==> src/rtl/seq_const_pkg.sv <==
// rtl/seq_const_pkg.sv - opcodes and FSM state encoding for sequenciador_constantes
package seq_const_pkg;

  localparam logic [1:0] OP_LOADLIT = 2'b00;
  localparam logic [1:0] OP_LCL     = 2'b01;
  localparam logic [1:0] OP_LCH     = 2'b10;
  localparam logic [1:0] OP_JUMP    = 2'b11;

  typedef enum logic [2:0] {
    OCIOSO   = 3'd0,
    EXTENSAO = 3'd1,
    LEITURA  = 3'd2,
    ESPERA   = 3'd3,
    ESCRITA  = 3'd4
  } estado_t;

endpackage

==> src/rtl/sequenciador_constantes_extensor.sv <==
// rtl/sequenciador_constantes_extensor.sv - sign extender: 16-bit immediate, or 12-bit jump offset
module Extensor (
  input  logic        controle_i,
  input  logic [15:0] imediato_i,
  output logic [31:0] saida_o
);

  always_comb begin
    saida_o = {{16{imediato_i[15]}}, imediato_i};
    if (controle_i) begin
      saida_o = {{20{imediato_i[11]}}, imediato_i[11:0]};
    end
  end

endmodule

==> src/rtl/sequenciador_constantes.sv <==
// rtl/sequenciador_constantes.sv - multi-cycle controller for loadlit/lcl/lch/jump
// Optional build macro SEQ_LINK_EN: jump also writes PC+1 into register 31.
module sequenciador_constantes
  import seq_const_pkg::*;
#(
  parameter int END_W = 5
) (
  input  logic             Clock,
  input  logic             Reset,
  input  logic             Start,
  input  logic [1:0]       Opcode,
  input  logic [15:0]      Imediato,
  input  logic [END_W-1:0] RegDest,
  input  logic [31:0]      PC,
  output logic             Ocupado,
  output logic             Pronto,
  output logic             RegLeEn,
  output logic [END_W-1:0] RegLeEnd,
  input  logic [31:0]      RegLeDado,
  output logic             RegEscEn,
  output logic [END_W-1:0] RegEscEnd,
  output logic [31:0]      RegEscDado,
  output logic             PCEscEn,
  output logic [31:0]      PCNovo
);

  estado_t          estado_q;
  logic [1:0]       op_q;
  logic [15:0]      imm_q;
  logic [END_W-1:0] dest_q;
  logic [31:0]      pc_q;

  logic             ocupado_q;
  logic             pronto_q;
  logic             reg_le_en_q;
  logic             reg_esc_en_q;
  logic [END_W-1:0] reg_esc_end_q;
  logic [31:0]      reg_esc_dado_q;
  logic             pc_esc_en_q;
  logic [31:0]      pc_novo_q;

  logic [31:0]      ext_saida;

  Extensor u_extensor (
    .controle_i (op_q == OP_JUMP),
    .imediato_i (imm_q),
    .saida_o    (ext_saida)
  );

  always_ff @(posedge Clock) begin
    if (Reset) begin
      estado_q       <= OCIOSO;
      op_q           <= OP_LOADLIT;
      imm_q          <= '0;
      dest_q         <= '0;
      pc_q           <= '0;
      ocupado_q      <= 1'b0;
      pronto_q       <= 1'b0;
      reg_le_en_q    <= 1'b0;
      reg_esc_en_q   <= 1'b0;
      reg_esc_end_q  <= '0;
      reg_esc_dado_q <= '0;
      pc_esc_en_q    <= 1'b0;
      pc_novo_q      <= '0;
    end else begin
      // Strobes are single-cycle; only the transition into a state raises them.
      pronto_q     <= 1'b0;
      reg_le_en_q  <= 1'b0;
      reg_esc_en_q <= 1'b0;
      pc_esc_en_q  <= 1'b0;
      case (estado_q)
        OCIOSO: begin
          if (Start) begin
            op_q      <= Opcode;
            imm_q     <= Imediato;
            dest_q    <= RegDest;
            pc_q      <= PC;
            ocupado_q <= 1'b1;
            if (Opcode == OP_LCL || Opcode == OP_LCH) begin
              estado_q    <= LEITURA;
              reg_le_en_q <= 1'b1;
            end else begin
              estado_q <= EXTENSAO;
            end
          end
        end
        EXTENSAO: begin
          estado_q <= ESCRITA;
          pronto_q <= 1'b1;
          if (op_q == OP_JUMP) begin
            pc_esc_en_q <= 1'b1;
            pc_novo_q   <= pc_q + ext_saida;
`ifdef SEQ_LINK_EN
            reg_esc_en_q   <= 1'b1;
            reg_esc_end_q  <= END_W'(31);
            reg_esc_dado_q <= pc_q + 32'd1;
`else
`endif
          end else begin
            reg_esc_en_q   <= 1'b1;
            reg_esc_end_q  <= dest_q;
            reg_esc_dado_q <= ext_saida;
          end
        end
        LEITURA: begin
          estado_q <= ESPERA;
        end
        ESPERA: begin
          // RegLeDado is valid now, one cycle after the read request.
          estado_q       <= ESCRITA;
          pronto_q       <= 1'b1;
          reg_esc_en_q   <= 1'b1;
          reg_esc_end_q  <= dest_q;
          reg_esc_dado_q <= (op_q == OP_LCL) ? {RegLeDado[31:16], imm_q}
                                             : {imm_q, RegLeDado[15:0]};
        end
        ESCRITA: begin
          estado_q  <= OCIOSO;
          ocupado_q <= 1'b0;
        end
        default: begin
          estado_q  <= OCIOSO;
          ocupado_q <= 1'b0;
        end
      endcase
    end
  end

  assign Ocupado    = ocupado_q;
  assign Pronto     = pronto_q;
  assign RegLeEn    = reg_le_en_q;
  assign RegLeEnd   = dest_q;
  assign RegEscEn   = reg_esc_en_q;
  assign RegEscEnd  = reg_esc_end_q;
  assign RegEscDado = reg_esc_dado_q;
  assign PCEscEn    = pc_esc_en_q;
  assign PCNovo     = pc_novo_q;

endmodule
==> config.mk <==
export PLATFORM = sky130hd
export DESIGN_NAME = sequenciador_constantes
export DESIGN_NICKNAME = d
export VERILOG_FILES = /design/src/rtl/seq_const_pkg.sv /design/src/rtl/sequenciador_constantes_extensor.sv /design/src/rtl/sequenciador_constantes.sv
export SDC_FILE = /design/constraint.sdc
export NUM_CORES = 1
export LEC_CHECK = 0
export ABC_CLOCK_PERIOD_IN_PS = 3700
export CAP_MARGIN = 20
export CORE_MARGIN = 8
export CORE_UTILIZATION = 35
export CTS_BUF_LIST = sky130_fd_sc_hd__clkbuf_4
export DETAILED_ROUTE_END_ITERATION = 10
export PLACE_DENSITY = 0.7
export SYNTH_ARGS = -nofsm -noshare
export SYNTH_HDL_FRONTEND = slang
export SYNTH_SLANG_ARGS = --single-unit
==> constraint.sdc <==
create_clock -name Clock -period 3.7 [get_ports Clock]
set_input_delay 0.37 -clock Clock [delete_from_list [all_inputs] [get_ports Clock]]
set_output_delay 0.37 -clock Clock [all_outputs]
set_load 0.05 [all_outputs]
==> flow_metrics.env <==
export IMPL_status="complete, no violations"
export IMPL_r2r_start="imm_q[11]"
export IMPL_whs_ps=223.4
export IMPL_finalInstanceArea_mm2=0.009017
export IMPL_pwr_share_clk=0.328
export IMPL_rows=51
export IMPL_cts_htree_levels=4
export IMPL_fill_cells=1916
export IMPL_crit_path_top_delay_cell="a21o_1"
export IMPL_synth_top_area_frac=0.3900
export IMPL_detail_route_first_pass_iterations=5
export IMPL_placed_cells=1274
export IMPL_worstSetupPathType="reg -> reg"
export IMPL_ctsResizeCount=0
export IMPL_period_needed_ps=3114
export IMPL_cts_buffers=17
export IMPL_cp_end_kind="flop"
export IMPL_ys_flop_type="dfxtp_1"
export IMPL_ant_nets=0
export IMPL_core_mm2=0.01921
export IMPL_p_leak_nw=3.426
export IMPL_timing_fmax_ghz=0.3212
export IMPL_synth_fp_nets=1009
export IMPL_maxSlewViolCount=0
export IMPL_p_total_mw=3.489
export IMPL_synth_distinct_cells=60
export IMPL_cts_sinks=132
export IMPL_dieArea_mm2=0.02407
export IMPL_cellInternalPower_mw=2.348
export IMPL_num_io_pins=169
export IMPL_swShare=0.3271
export IMPL_synth_seq_cells=132
export IMPL_final_util=0.4695
export IMPL_seqPwrFrac=0.450
export IMPL_syn2layout_area_growth_pct=33.09
export IMPL_dp_final_hpwl_mm=17.26
export IMPL_rsz0062_at_grt="false"
export IMPL_crit_chain="and3_1 > a21o_1 > ha_1 > a21oi_1 > o21ai_0 > a211oi_1 > nand2_1 > or3_1 > o31a_1 > o32ai_1"
export IMPL_final_common_cell="nand2_1"
export IMPL_setup_ws_ps=586.4
export IMPL_vdd_drop_max_mv=0.2084
export IMPL_grt_pass1_vias=6473
export IMPL_cp_data_required_time_ps=4180
export IMPL_pre_cts_slack_ps=616.4
export IMPL_regArea_mm2=0.002643
export IMPL_path_max_fanout=16
export IMPL_clock_latency_ps=570
export IMPL_path_clk_slew_ps=120
export IMPL_max_cap_viol_count=0
export IMPL_synth_edf_count=0
export IMPL_relSlewSlack=0.3473
export IMPL_cellPowerDensity_mw_per_mm2=386.9
export IMPL_p_comb_frac=0.222
export IMPL_wire_per_inst_um=17.55
export IMPL_critPathLaunchType="flop"
export IMPL_fin_skew_ps=35.67
export IMPL_synthArstFlopShare=0
export IMPL_tns_ps=0
export IMPL_syn_area_mm2=0.006775
export IMPL_fin_nets=1153
export IMPL_post_cts_buffers=0
export IMPL_grt_pass1_wl_mm=35.23
export IMPL_port_buffers=168
export IMPL_drive_gt1_frac=0.05673
export IMPL_cts_hold_buf=0
export IMPL_synthCells=884
export IMPL_synth_warnings=0
export IMPL_hp_class="in -> reg"
export IMPL_synth_avg_cell_area_um2=7.664
export IMPL_antenna_found_initial=1
export IMPL_multiInputGateArea_mm2=0.003901
export IMPL_routabilityCongestion=0.8448
export IMPL_die_x_um=155.1
export IMPL_drt_iter0_drc=412
export IMPL_critPathLaunch="imm_q[11]"
export IMPL_layout_common_cells="nand2_1 (249), clkdlybuf4s50_1 (167), dfxtp_1 (132)"
export IMPL_netlist_top_cells_area="dfxtp_1 (39%), nand2_1 (14%), a21oi_1 (9.0%), ha_1 (6.3%), clkbuf_1 (2.8%)"
export IMPL_grt_usage=0.1870
export IMPL_switchingPower_mw=1.141
export IMPL_vias_per_cell=5.215
export IMPL_initial_core_util=0.3527
export IMPL_die_h_um=155.1
export IMPL_hold_viol_final=0
export IMPL_drc=0
export IMPL_fin_cells=1306
export IMPL_gr_total_overflow=0
export IMPL_cts_buffer_depth=2
export IMPL_finalCritPeriodShare=0.8415
export IMPL_vias=6811
export IMPL_cts_root_buffer="clkbuf_4"
export IMPL_place_area_mm2=0.008682
export IMPL_worstMarginPinSlew_ps=975.5
export IMPL_hold_start="Reset"
export IMPL_cp_slowest_stage_delay_ps=530
export IMPL_synth_area_leader_cell="dfxtp_1"
export IMPL_setup_viol=0
export IMPL_grt_max_degree=89
export IMPL_totalWireLength_mm=22.91
export IMPL_crit_arrival_ps=3600
export IMPL_seq_area_frac_synth=0.3900
export IMPL_cts_tree="built"
==> final timing paths <==
path	end	slack (ps)	cells after the start
worst max-delay path	PCNovo[24]	590	10
worst max register to register	PCNovo[24]	590	10
worst min-delay path	RegEscDado[17]	220	2
worst min register to register	PCNovo[15]	460	2
==> state kept, by name, summed over array words and instances, names as in the netlist <==
register	flops
pc_q	32
RegEscEn	1
op_q	2
RegEscEnd	5
RegLeEnd	5
imm_q	16
RegEscDado	32
RegLeEn	1
PCNovo	32
Pronto	1
Ocupado	1
estado_q	3
PCEscEn	1
==> cell type report <==
class                   count  share of cell area
flip-flops and latches    132              0.2930
repair buffers            181              0.1970
inverters                   8            0.003330
clock inverters            13             0.02192
diodes                      1           0.0002775
multi-input cells         688              0.4326
well taps                 265             0.03677
clock buffers              18             0.01499
==> per-layer routing <==
| layer | part of all wire | track usage | routed length [um] | vias up |
|---|---|---|---|---|
| met3 | 0.075 | 0.05215 | 1724 | 34 |
| met1 | 0.45 | 0.2409 | 10300 | 3130 |
| li1 | - | - | - | 3402 |
| met2 | 0.45 | 0.2917 | 10350 | 245 |
| met5 | 0 | 0 | 0 | - |
| met4 | 0.023 | 0.07093 | 534 | 0 |
==> critical path, delay by kind of cell, from the launching register on <==
family / cells / cell delay, ps
simple gates: 3 / 660
flops: 1 / 420
compound gates: 6 / 1540
fa+ha+maj: 1 / 420
==> Yosys cell counts (12+ instances only) <==
library cell / n
a21oi_1: 122
ha_1: 34
nor3_1: 12
nand3_1: 12
clkbuf_1: 50
a311oi_1: 20
nand2b_1: 16
a21o_1: 15
o21ai_0: 26
dfxtp_1: 132
a32oi_1: 13
nor2_1: 43
nand2_1: 249
nand4_1: 12
==> power groups by stage <==
stage	combinational, mW	sequential [mW]	clock [mW]
4_1_cts	0.772	1.57	1.16
5_1_grt	0.840	1.58	1.23
3_3_place_gp	0.768	1.60	0
6_report	0.776	1.57	1.14
2_1_floorplan	0.390	1.67	0
3_5_place_dp	0.768	1.60	0
==> cells by family (layout without fill, tap and decap cells) <==
group	Yosys count	count (layout)	synth area share
DFF	132	132	0.3900
other	0	1	0
and+or+nand+nor	381	381	0.2428
buffers and inverters	64	220	0.03657
adders and majority gates	35	35	0.06574
xor gates and xnor gates	22	22	0.02844
muxes	2	2	0.002955
AOI/OAI and AO/OA	248	248	0.2334
(Power assumes the default switching activity.)
